--- src/rtl/sublime_pkg.sv ---
// Shared types for the voice scheduler: FSM state encoding
// and the voice-index width helper.
package sublime_pkg;

  typedef enum logic [2:0] {
    IDLE,
    SELECT,
    WAIT_DONE,
    NEXT,
    FINISH
  } state_e;

  function automatic int vidx_w(input int n);
    return (n > 1) ? $clog2(n) : 1;
  endfunction

endpackage

--- src/rtl/sublime_voice_sched_if.sv ---
// Control/status bundle between the voice scheduler
// and the voice datapath / mixer.
interface sublime_voice_sched_if #(
  parameter int NUM_VOICES = 8
);
  import sublime_pkg::*;

  localparam int VW = vidx_w(NUM_VOICES);

  logic                  enable;
  logic [NUM_VOICES-1:0] voice_enable;
  logic                  active_voice_done;
  logic                  err_clr;
  logic [VW-1:0]         active_voice;
  logic                  active_voice_changed;
  logic                  frame_start;
  logic                  frame_done;
  logic                  busy;
  logic                  overrun;
  logic                  timeout_err;

  modport master (
    output enable, voice_enable,
    output active_voice_done, err_clr,
    input  active_voice, active_voice_changed,
    input  frame_start, frame_done, busy,
    input  overrun, timeout_err
  );

  modport slave (
    input  enable, voice_enable,
    input  active_voice_done, err_clr,
    output active_voice, active_voice_changed,
    output frame_start, frame_done, busy,
    output overrun, timeout_err
  );

endinterface

--- src/rtl/sublime_sample_tick.sv ---
// Sample-frame timebase: counts clk cycles and pulses tick
// on the last cycle of every frame while enabled.
module sublime_sample_tick #(
  parameter int CLKS_PER_SAMPLE = 1024
) (
  input  logic clk,
  input  logic rst,
  input  logic enable,
  output logic tick
);

  localparam int CW = $clog2(CLKS_PER_SAMPLE);
  localparam logic [CW-1:0] LAST = CW'(CLKS_PER_SAMPLE - 1);

  logic [CW-1:0] cnt_q, cnt_d;

  always_comb begin
    cnt_d = '0;
    if (enable)
      cnt_d = (cnt_q == LAST) ? '0 : cnt_q + 1'b1;
  end

  assign tick = enable && (cnt_q == LAST);

  always_ff @(posedge clk or negedge rst) begin
    if (!rst) cnt_q <= '0;
    else      cnt_q <= cnt_d;
  end

endmodule

--- src/rtl/sublime_voice_sched.sv ---
// Per-frame voice sequencer: walks every enabled voice once per
// sample frame and hands each to the datapath until it reports done.
module sublime_voice_sched
  import sublime_pkg::*;
#(
  parameter int NUM_VOICES      = 8,
  parameter int CLKS_PER_SAMPLE = 1024,
  parameter int DONE_TIMEOUT    = 64
) (
  input logic                  clk,
  input logic                  rst,
  sublime_voice_sched_if.slave bus
);

  localparam int VW = vidx_w(NUM_VOICES);
  localparam int TW = $clog2(DONE_TIMEOUT + 1);
  localparam logic [VW-1:0] LAST_V = VW'(NUM_VOICES - 1);
  localparam logic [TW-1:0] LAST_W = TW'(DONE_TIMEOUT - 1);

  logic tick;

  sublime_sample_tick #(
    .CLKS_PER_SAMPLE(CLKS_PER_SAMPLE)
  ) u_tick (
    .clk    (clk),
    .rst    (rst),
    .enable (bus.enable),
    .tick   (tick)
  );

  state_e        state_q, state_d;
  logic [VW-1:0] idx_q, idx_d;
  logic [TW-1:0] wcnt_q, wcnt_d;
  logic [VW-1:0] av_q, av_d;
  logic          chg_q, chg_d;
  logic          fs_q, fs_d;
  logic          fd_q, fd_d;
  logic          busy_q, busy_d;
  logic          ovr_q, ovr_d;
  logic          to_q, to_d;

  always_comb begin
    state_d = state_q;
    idx_d   = idx_q;
    wcnt_d  = wcnt_q;
    av_d    = av_q;
    chg_d   = 1'b0;
    fs_d    = 1'b0;
    fd_d    = 1'b0;
    ovr_d   = ovr_q & ~bus.err_clr;
    to_d    = to_q & ~bus.err_clr;
    // a frame boundary arriving mid-frame is lost, not queued
    if (tick && state_q != IDLE)
      ovr_d = 1'b1;
    unique case (state_q)
      IDLE: begin
        if (tick) begin
          state_d = SELECT;
          idx_d   = '0;
          fs_d    = 1'b1;
        end
      end
      SELECT: begin
        if (bus.voice_enable[idx_q]) begin
          state_d = WAIT_DONE;
          av_d    = idx_q;
          chg_d   = 1'b1;
          wcnt_d  = '0;
        end else begin
          state_d = NEXT;
        end
      end
      WAIT_DONE: begin
        // done in the first cycle belongs to the previous voice
        if (wcnt_q != '0 && bus.active_voice_done) begin
          state_d = NEXT;
        end else if (wcnt_q == LAST_W) begin
          state_d = NEXT;
          to_d    = 1'b1;
        end else begin
          wcnt_d  = wcnt_q + 1'b1;
        end
      end
      NEXT: begin
        if (idx_q == LAST_V) begin
          state_d = FINISH;
          fd_d    = 1'b1;
        end else begin
          state_d = SELECT;
          idx_d   = idx_q + 1'b1;
        end
      end
      FINISH: state_d = IDLE;
      default: state_d = IDLE;
    endcase
    busy_d = (state_d != IDLE);
  end

  always_ff @(posedge clk or negedge rst) begin
    if (!rst) begin
      state_q <= IDLE;
      idx_q   <= '0;
      wcnt_q  <= '0;
      av_q    <= '0;
      chg_q   <= 1'b0;
      fs_q    <= 1'b0;
      fd_q    <= 1'b0;
      busy_q  <= 1'b0;
      ovr_q   <= 1'b0;
      to_q    <= 1'b0;
    end else begin
      state_q <= state_d;
      idx_q   <= idx_d;
      wcnt_q  <= wcnt_d;
      av_q    <= av_d;
      chg_q   <= chg_d;
      fs_q    <= fs_d;
      fd_q    <= fd_d;
      busy_q  <= busy_d;
      ovr_q   <= ovr_d;
      to_q    <= to_d;
    end
  end

  assign bus.active_voice         = av_q;
  assign bus.active_voice_changed = chg_q;
  assign bus.frame_start          = fs_q;
  assign bus.frame_done           = fd_q;
  assign bus.busy                 = busy_q;
  assign bus.overrun              = ovr_q;
  assign bus.timeout_err          = to_q;

endmodule

--- src/flat_wrapper.sv ---
// flat-port wrapper written by rule: the top's interface ports become plain ports
module sublime_voice_sched_flat import sublime_pkg::*;
#(
  parameter int NUM_VOICES      = 8,
  parameter int CLKS_PER_SAMPLE = 1024,
  parameter int DONE_TIMEOUT    = 64
)
  (clk, rst, bus_enable, bus_voice_enable, bus_active_voice_done, bus_err_clr, bus_active_voice, bus_active_voice_changed, bus_frame_start, bus_frame_done, bus_busy, bus_overrun, bus_timeout_err);
  sublime_voice_sched_if #(.NUM_VOICES(NUM_VOICES)) bus_i ();
  input logic clk;
  input logic rst;
  input wire logic [$bits(bus_i.enable)-1:0] bus_enable;
  input wire logic [$bits(bus_i.voice_enable)-1:0] bus_voice_enable;
  input wire logic [$bits(bus_i.active_voice_done)-1:0] bus_active_voice_done;
  input wire logic [$bits(bus_i.err_clr)-1:0] bus_err_clr;
  output wire logic [$bits(bus_i.active_voice)-1:0] bus_active_voice;
  output wire logic [$bits(bus_i.active_voice_changed)-1:0] bus_active_voice_changed;
  output wire logic [$bits(bus_i.frame_start)-1:0] bus_frame_start;
  output wire logic [$bits(bus_i.frame_done)-1:0] bus_frame_done;
  output wire logic [$bits(bus_i.busy)-1:0] bus_busy;
  output wire logic [$bits(bus_i.overrun)-1:0] bus_overrun;
  output wire logic [$bits(bus_i.timeout_err)-1:0] bus_timeout_err;
  assign bus_i.enable = bus_enable;
  assign bus_i.voice_enable = bus_voice_enable;
  assign bus_i.active_voice_done = bus_active_voice_done;
  assign bus_i.err_clr = bus_err_clr;
  assign bus_active_voice = bus_i.active_voice;
  assign bus_active_voice_changed = bus_i.active_voice_changed;
  assign bus_frame_start = bus_i.frame_start;
  assign bus_frame_done = bus_i.frame_done;
  assign bus_busy = bus_i.busy;
  assign bus_overrun = bus_i.overrun;
  assign bus_timeout_err = bus_i.timeout_err;
  sublime_voice_sched #(.NUM_VOICES(NUM_VOICES), .CLKS_PER_SAMPLE(CLKS_PER_SAMPLE), .DONE_TIMEOUT(DONE_TIMEOUT)) u_core (.clk(clk), .rst(rst), .bus(bus_i));
endmodule
--- config.mk ---
export PLATFORM = sky130hd
export DESIGN_NAME = sublime_voice_sched_flat
export DESIGN_NICKNAME = d
export VERILOG_FILES = /design/src/rtl/sublime_pkg.sv /design/src/rtl/sublime_voice_sched_if.sv /design/src/rtl/sublime_sample_tick.sv /design/src/rtl/sublime_voice_sched.sv /design/src/flat_wrapper.sv
export SDC_FILE = /design/constraint.sdc
export NUM_CORES = 1
export LEC_CHECK = 0
export CAP_MARGIN = 5
export CORE_ASPECT_RATIO = 0.5
export CORE_MARGIN = 2
export CORE_UTILIZATION = 53
export DETAILED_ROUTE_END_ITERATION = 10
export PLACE_DENSITY = 0.78
export SLEW_MARGIN = 0
export SYNTH_ARGS = -nofsm -noshare
export SYNTH_HDL_FRONTEND = slang
export SYNTH_SLANG_ARGS = --single-unit
--- constraint.sdc ---
create_clock -name clk -period 2.89 [get_ports clk]
set_clock_uncertainty 0.15 [all_clocks]
set_input_delay 0.578 -clock clk [delete_from_list [all_inputs] [get_ports clk]]
set_output_delay 0.578 -clock clk [all_outputs]
set_load 0.01 [all_outputs]
Yosys cells after proc, flatten, opt, wreduce, memory -nomap -nowiden
Index checks and enable logic that the tools add are counted.
- logic and storage cells: 68
- input port bits: 13
- output and inout port bits: 9
- bits in registers: 32
- reduce and logical (&&, ||, !) cells: 12
- eq/ne operators: 11
- muxes and demuxes: 27
- bitwise gates (word level): 3
- $lt $le $gt $ge: 1
- add/subtract/negate cells: 3
- operator list (operator ; count):
    two-way mux 7 bit ; 3
    two-way mux 10 bit ; 2
    two-way mux 3 bit ; 6
    case mux 7 bit (2 select lines) ; 1
    two-way mux 1 bit ; 12
    case mux 3 bit (4 select lines) ; 1
    adder 10 x 1 -> 10 bit (second input constant) ; 1
    == test 10 bit (second input constant) ; 1
    adder 7 x 1 -> 7 bit (second input constant) ; 1
    == test 7 x 6 -> 1 bit (second input constant) ; 1
    nonzero test 7 bit ; 1
    == test 3 x 2 -> 1 bit (second input constant) ; 2
    != test 2 bit (second input constant) ; 3
    case mux 3 bit (2 select lines) ; 1
    nonzero test 3 bit ; 2
    less-than comparator 3 x 4 -> 1 bit (second input constant) ; 1
    != test 2 x 1 -> 1 bit (second input constant) ; 2
    AND reduction 4 bit ; 1
    nonzero test 2 bit ; 2
    adder 3 x 1 -> 3 bit (second input constant) ; 1
    binary-select mux 1 bit (select 3 bit) ; 1
    == test 3 x 1 -> 1 bit (second input constant) ; 1
    == test 3 bit (second input constant) ; 1
    logical AND 1 bit ; 3
    other kinds (5) ; 6

Logic depth before layout (Yosys ltp)
Gate-level depths: netlist of the first run.
- depth in word-level cells: 5
- gate-level depth with buffers: 7
- depth with buffers taken out: 7

Hierarchy
Synthesis of the first run repeated with hierarchy kept, for this count alone.
- cell total of the unflattened synthesis: 160
- area total of the unflattened synthesis: 1631.6 sq um
- modules (own cells, without submodules) (module ; times used ; cells an instance ; area each (sq um) ; seq. area each (sq um)):
    sublime_voice_sched ; 1 ; 111 ; 1154.9 ; 550.5
    sublime_sample_tick ; 1 ; 49 ; 476.7 ; 250.2

Worst setup path before layout of the first run
OpenSTA, ideal clock, no wires.
- kind: register -> register
- start: reg u_core.wcnt_q[0]
- end: reg u_core.wcnt_q[3]
- arrival: 1894 ps
- library setup time: 80 ps
- required time: 2660 ps
- path slack: 766 ps
- stages on the path, launching flop included: 8
- clock period less this slack: 2124 ps
- path buffers: 0
- cells stage by stage: dfrtp_1 > inv_1 > ha_1 > or4b_4 > o31ai_4 > nand2_2 > or4_1 > o211ai_2
- longest elaborated chain between the ends: 4
- elaborated cells on any way between the ends: 10
- classes of those cells: add/sub (1); eq/ne (3); mux (3); reduce/logical (3)
- ends and longest elaborated chain (what ; line ; text):
    from (decl) ; sublime_voice_sched.sv:33 ; logic [TW-1:0] wcnt_q, wcnt_d;
    from (signal assigned) ; sublime_voice_sched.sv:114 ; wcnt_q <= wcnt_d;
    adder 7 x 1 -> 7 bit or nonzero test 7 bit (tied branches) ; sublime_voice_sched.sv:81, sublime_voice_sched.sv:75 ;
    two-way mux 7 bit or logical AND 1 bit (tied branches) ; sublime_voice_sched.sv:77, sublime_voice_sched.sv:75 ;
    two-way mux 7 bit or != test 2 bit (tied branches) ; - ;
    case mux 7 bit (2 select lines) or AND reduction 4 bit (tied branches) ; - ;
Parallel ways exist; a longest one is shown, timed or not. The select of a mux whose other input is x is not followed.
A chain may end at the register's enable or synchronous reset.

Worst setup path after layout of the first run
Same ends and word-level chain as after synthesis.

==> flow_metrics.tcl, run 1 <==
set metrics [dict create \
    status "finished, final reports clean" \
    holdBufCountCts 0 \
    first_iter_violations 104 \
    power_frac_clock_pct 39.3 \
    antenna_found_initial 0 \
    tightestPinTransition_ns 0.420 \
    synth.most_common_cell "dfrtp_1" \
    die_w_um 80.9 \
    grt_pass1_wl_um 5000 \
    critPathKind "flip-flop to flip-flop" \
    hold_depth 1 \
    drcViolationCount 0 \
    post_cts_buffers 0 \
    rows 13 \
    cts_root_buf "clkbuf_8" \
    min_to "u_core.u_tick.cnt_q[0]$_DFF_PN0_" \
    final_area_um2 1890 \
    drv_slew 0 \
    port_buffers 21 \
    dominantRegCellSynth "dfrtp_1" \
    fin_crit_sh_pct 77.5 \
    drive_above_1_share_pct 10.2 \
    timing.rr.start "u_core.wcnt_q[0]$_DFFE_PN0P_" \
    reg2reg_depth 7 \
    p_sw_uw 179 \
    finalCriticalPeriod_ns 2.24 \
    synth_warnings 0 \
    critPathSlowestCell "or4_1" \
    num_antenna_cells 0 \
    rsz0062_at_grt "no" \
    ctsResizeCount 0 \
    path_cells "inv_1 > ha_1 > or4b_4 > o31ai_4 > nand2_2 > or4_1 > o211ai_2" \
    reg2reg_slack_ns 0.65 \
    synth_area_leader_cell "dfrtp_1" \
    placed_area_um2 1810 \
    drt_wl_total_um 2910 \
    p_per_area_nw_per_um2 431 \
    synthCells 150 \
    synth_edf_count 0 \
    clockBufferDepth 2 \
    fmax_ghz 0.446 \
    die_y_um 42.4 \
    tns_ns 0 \
    worst_hold_slack_ns 0.350 \
    final_nets 195 \
    firstDrtPassIters 4 \
    synth_commonest_cells "32 x dfrtp_1, 16 x nor2_1, 14 x nand3_1" \
    via_per_inst 5.50 \
    critPathRequiredTime_ns 2.94 \
    worst_setup_path_end_kind "flip-flop" \
    synth_nets 168 \
    arrival_ns 2.29 \
    start_util_pct 58.0 \
    synth_top_area_share_pct 51.1 \
    clk_pin_slew_ns 0.07 \
    timing.rr.end "u_core.wcnt_q[3]$_DFFE_PN0P_" \
    gp_congestion 0.808 \
    grt_max_degree 33 \
    ant_nets 0 \
    cts_tree "built" \
    path_buf_inv 1 \
    min_from "u_core.u_tick.cnt_q[0]$_DFF_PN0_" \
    p_leak_nw 0.859 \
    dpl.hpwl_um 2090 \
    ios 22 \
    cp_max_fo 5 \
    ys_seq_area_share_pct 51.1 \
    hold_viol 0 \
    netlist_area_um2 1570 \
    track_usage_pct 19.8 \
    combPwrFrac_pct 4.9 \
    cap_violations 0 \
    grt_overflow 0 \
    area_delta_synth_final_pct 20.8 \
    ys_async_sr_fraction_pct 100 \
    fill_cells 221 \
    vias 1177 \
    syn_avg_cell_area_um2 10.4 \
    post-route-util_pct 70.1 \
    yosysUniqueCellTypes 38 \
    cts_sinks 32 \
    setup_viol 0 \
    drt-wirelength-per-cell_um 13.6 \
    critical_path.top_delay_family "simple AND/OR/NAND/NOR gates" \
    clock_latency_ns 0.28 \
    switching_share_pct 22.0 \
    coreArea_um2 2700 \
    p_seq_share_pct 55.8 \
    slowest_delay_ns 0.48 \
    h-tree-depth 2 \
    cts_buffers 5 \
    p_int_uw 636 \
    die-area_um2 3430 \
    synth.top_cells.by_area "dfrtp_1 51%, nand3_1 4.5%, ha_1 4.0%, nor2_1 3.8%, xnor2_1 3.4%" \
    vdd_drop_max_uv 330 \
    min_path_type "flip-flop to flip-flop" \
    crit_path_start_kind "flip-flop" \
    slew_headroom_pct 71.8 \
    grt_pass1_vias 1112 \
    synth-seq-cells 32 \
]
power by group through the flow:
stage | combinational (mW) | sequential, mW | clock, mW
finish | 0.0399 | 0.455 | 0.321
global route | 0.0453 | 0.455 | 0.344
CTS | 0.0412 | 0.455 | 0.326
detailed placement | 0.0409 | 0.463 | 0
global placement | 0.0403 | 0.463 | 0
floorplan | 0.0108 | 0.462 | 0
sequential cells by signal, summed over array words and instances, names as in the netlist:
signal                           flops
u_core.bus.active_voice              3
u_core.bus.active_voice_changed      1
u_core.bus.busy                      1
u_core.bus.frame_done                1
u_core.bus.frame_start               1
u_core.bus.overrun                   1
u_core.bus.timeout_err               1
u_core.idx_q                         3
u_core.state_q                       3
u_core.u_tick.cnt_q                 10
u_core.wcnt_q                        7
area by class of cell:
type,instances,area [um2],share of cell area [%]
multi-input combinational,107,716,37.8
timing repair buffer,22,218,11.5
tap,37,46.3,2.45
sequential,32,801,42.3
inverter,9,33.8,1.79
clock buffer,6,72.6,3.84
clock inverter,1,5.00,0.265
cell families after synthesis:
logic type / count (synthesis) / share of synthesized area (%)
AND/OR/NAND/NOR: 67 / 21.8
multiplexers: 8 / 5.43
flip-flops: 32 / 51.1
AO/OA/AOI/OAI: 20 / 10.5
adder cells (fa/ha/maj): 5 / 3.99
XOR/XNOR: 7 / 3.91
buffers and inverters: 11 / 3.19
cells in the final DEF (no fill, tap or decap), drive strengths merged, types with 5 or more instances in the layout:
master         netlist  routed
and3                 5       5
clkbuf               0       6
clkdlybuf4s50        0      21
dfrtp               32      32
ha                   5       5
inv                  9       9
nand2               13      13
nand3               14      14
nor2                16      16
xnor2                6       6
through the flow:
stage | power [mW] | cells | setup slack (ns)
final | 0.815 | 214 | 0.650
after global routing | 0.845 | 214 | 0.548
after CTS | 0.822 | 214 | 0.630
after detailed placement | 0.504 | 207 | 0.506
after global placement | 0.503 | 207 | 0.556
after floorplan | 0.473 | 150 | 0.766
per-layer routing:
metal | track usage, % | vias to the layer above | part of all wire (%)
met4 | 8.81 | 0 | 2.1
met2 | 31.4 | 28 | 47
li1 | - | 584 | -
met5 | 0 | - | 0
met1 | 25.0 | 558 | 47
met3 | 6.03 | 7 | 4.0
worst max-delay path by stage:
stage	from	to	slack, ns	cells after the start
after CTS	u_core.wcnt_q[0]$_DFFE_PN0P_	u_core.wcnt_q[3]$_DFFE_PN0P_	0.63	7
after global routing	u_core.wcnt_q[0]$_DFFE_PN0P_	u_core.wcnt_q[3]$_DFFE_PN0P_	0.55	7
final	u_core.wcnt_q[0]$_DFFE_PN0P_	u_core.wcnt_q[3]$_DFFE_PN0P_	0.65	7
after floorplan	u_core.wcnt_q[0]$_DFFE_PN0P_	u_core.wcnt_q[3]$_DFFE_PN0P_	0.77	7
after detailed placement	bus_voice_enable[4]	u_core.bus.active_voice[1]$_DFFE_PN0P_	0.51	5
after global placement	bus_voice_enable[5]	u_core.bus.active_voice[1]$_DFFE_PN0P_	0.56	5
worst register-to-register path, stage by stage, from the launching register on:
cell      delay [ns]
dfrtp_1         0.42
inv_1           0.07
ha_1            0.14
or4b_4          0.47
o31ai_4         0.26
nand2_2         0.11
or4_1           0.48
o211ai_2        0.07
Note: power is estimated with default switching activity, not from simulation.
==> inputs of run 2 (changes only) <==
==> constraint.sdc (replaced) <==
create_clock -name clk -period 2.09 [get_ports clk]
set_clock_uncertainty 0.15 [all_clocks]
set_input_delay 0.418 -clock clk [delete_from_list [all_inputs] [get_ports clk]]
set_output_delay 0.418 -clock clk [all_outputs]
set_load 0.01 [all_outputs]
==> run 2 against run 1 <==
  * The run now ends with setup timing left
  * Sequential power up 38%
  * First-iteration DRC count down 24%
  * Utilization up 8.8 points
  * Count of clock-buffer cells in the layout unchanged
  * Design area up 13%
  * Critical endpoint unchanged
  * Clock power up 82%
  * Global-route usage up 2.2 points
  * Cell count up 7.9%
  * Fmax up 1.7%
  * Worst setup slack worse by 0.76 ns
==> flow_metrics.tcl, run 2 (synthesized netlist as in run 1, its figures left out) <==
set metrics [dict create \
    status "finished with violations" \
    violations "setup timing" \
    grt_pass1_vias 1232 \
    fmax_ghz 0.454 \
    grt-busiest-layer "met2" \
    drcViolationCount 0 \
    worst_hold_slack_ns 0.345 \
    slew_headroom_pct 67.4 \
    p_leak_nw 0.973 \
    p_sw_uw 267 \
    min_path_type "flip-flop to flip-flop" \
    firstDrtPassIters 4 \
    mostFrequentLayoutCells "32 x dfrtp_1, 21 x clkdlybuf4s50_1, 16 x nor2_1, 16 x buf_4, 11 x nand3_1" \
    finalCriticalPeriod_ns 2.20 \
    switching_share_pct 20.8 \
    layout_commonest_cell "dfrtp_1" \
    grt_max_degree 33 \
    h-tree-depth 2 \
    drive_above_1_share_pct 24.7 \
    num_antenna_cells 0 \
    arrival_ns 2.26 \
    ios 22 \
    met2_usage_pct 35.4 \
    cts_tree "built" \
    drt-wirelength-per-cell_um 15.6 \
    fin_crit_sh_pct 105 \
    grt_overflow 0 \
    drv_slew 0 \
    reg.largest.list "u_core.u_tick.cnt_q: 10 flops, u_core.wcnt_q: 7 flops" \
    clockBufferDepth 2 \
    vias 1297 \
    p_seq_share_pct 49.1 \
    setup_viol 5 \
    tightestPinTransition_ns 0.489 \
    first_iter_violations 79 \
    clock_latency_ns 0.28 \
    top_register "u_core.u_tick.cnt_q" \
    track_usage_pct 22.0 \
    grtUsageMet3_pct 6.47 \
    combPwrFrac_pct 5.2 \
    vdd_drop_max_uv 757 \
    antenna_found_initial 0 \
    coreArea_um2 2700 \
    drt_wl_total_um 3610 \
    die_w_um 80.9 \
    grt_use_met1_pct 27.8 \
    clk_pin_slew_ns 0.07 \
    critPathKind "flip-flop to flip-flop" \
    area_delta_synth_final_pct 35.9 \
    largest_reg_flops 10 \
    via_per_inst 5.61 \
    cts_root_buf "clkbuf_8" \
    cts_sinks 32 \
    hold_viol 0 \
    start_util_pct 58.0 \
    post-route-util_pct 78.8 \
    crit_path_start_kind "flip-flop" \
    cts_buffers 5 \
    grt_pass1_wl_um 5650 \
    rsz0062_at_grt "yes" \
    critPathRequiredTime_ns 2.15 \
    cap_violations 0 \
    p_int_mw 1.01 \
    p_per_area_nw_per_um2 601 \
    dpl.hpwl_um 2160 \
    die_y_um 42.4 \
    ant_nets 0 \
    holdBufCountCts 0 \
    port_buffers 21 \
    power_frac_clock_pct 45.7 \
    die-area_um2 3430 \
    gp_congestion 0.812 \
    cp_max_fo 4 \
    rows 13 \
    fin_ws_ns -0.112 \
    final_nets 211 \
    worst_setup_path_end_kind "flip-flop" \
]
run 2: metal layers:
layer  vias to the layer above  wire [um]
met5                         -          0
met4                         0         77
met3                         8        157
met2                        38       1750
met1                       634       1630
li1                        617          -
run 2: metrics by stage:
step           setup TNS [ns]  cells  instance area (um2)  setup slack, ns  total power [mW]
2_1_floorplan        -0.00597    150                 1570         -0.00597             0.654
3_3_place_gp                0    217                 1890           0.0125             0.698
3_5_place_dp           -0.218    217                 1890          -0.0765             0.700
4_1_cts               -0.0381    227                 2020          -0.0248              1.28
5_1_grt                -0.866    231                 2130           -0.167              1.33
6_report               -0.398    231                 2130           -0.112              1.28
run 2: worst max-delay path, stage by stage, from the launching register on:
cell and delay [ns]:
dfrtp_1 0.39, inv_2 0.08, ha_4 0.12, or4b_4 0.46, o31ai_4 0.28, nand2_2 0.14, or4_4 0.43, o211ai_2 0.07
run 2: power by group through the flow:
stage / Combinational [mW] / Sequential, mW / Clock [mW]
6_report: 0.0660 / 0.629 / 0.585
5_1_grt: 0.0727 / 0.629 / 0.623
4_1_cts: 0.0608 / 0.629 / 0.587
3_5_place_dp: 0.0591 / 0.640 / 0
3_3_place_gp: 0.0580 / 0.640 / 0
2_1_floorplan: 0.0148 / 0.639 / 0
run 2: path summary, 6_finish.rpt:
| path | start | end | slack, ns | cells past startpoint |
|---|---|---|---|---|
| setup reg to reg | u_core.wcnt_q[0]$_DFFE_PN0P_ | u_core.wcnt_q[3]$_DFFE_PN0P_ | -0.11 | 7 |
| setup / recovery | u_core.wcnt_q[0]$_DFFE_PN0P_ | u_core.wcnt_q[3]$_DFFE_PN0P_ | -0.11 | 7 |
| max in group asynchronous | rst | u_core.bus.active_voice[1]$_DFFE_PN0P_ | 1.11 | 2 |
| min in group asynchronous | rst | u_core.u_tick.cnt_q[6]$_DFF_PN0_ | 0.38 | 2 |
| hold / removal | u_core.u_tick.cnt_q[0]$_DFF_PN0_ | u_core.u_tick.cnt_q[0]$_DFF_PN0_ | 0.34 | 1 |
| hold reg to reg | u_core.u_tick.cnt_q[0]$_DFF_PN0_ | u_core.u_tick.cnt_q[0]$_DFF_PN0_ | 0.34 | 1 |
run 2: layout make-up:
cell class                      instances  area (um2)
Clock inverter                          2        35.0
Inverter                                9        33.8
Sequential cell                        32         801
Timing Repair Buffer                   38         342
Tap cell                               37        46.3
Fill cell                             171         572
Multi-Input combinational cell        107         798
Clock buffer                            6        72.6
run 2: repair_timing:
action / 4_1_cts / 5_1_grt
setup buffers: 2 / 4
endpoints found under the setup margin: 5 / 7
pin swaps: 1 / 7
gates resized for setup: 2 / 18
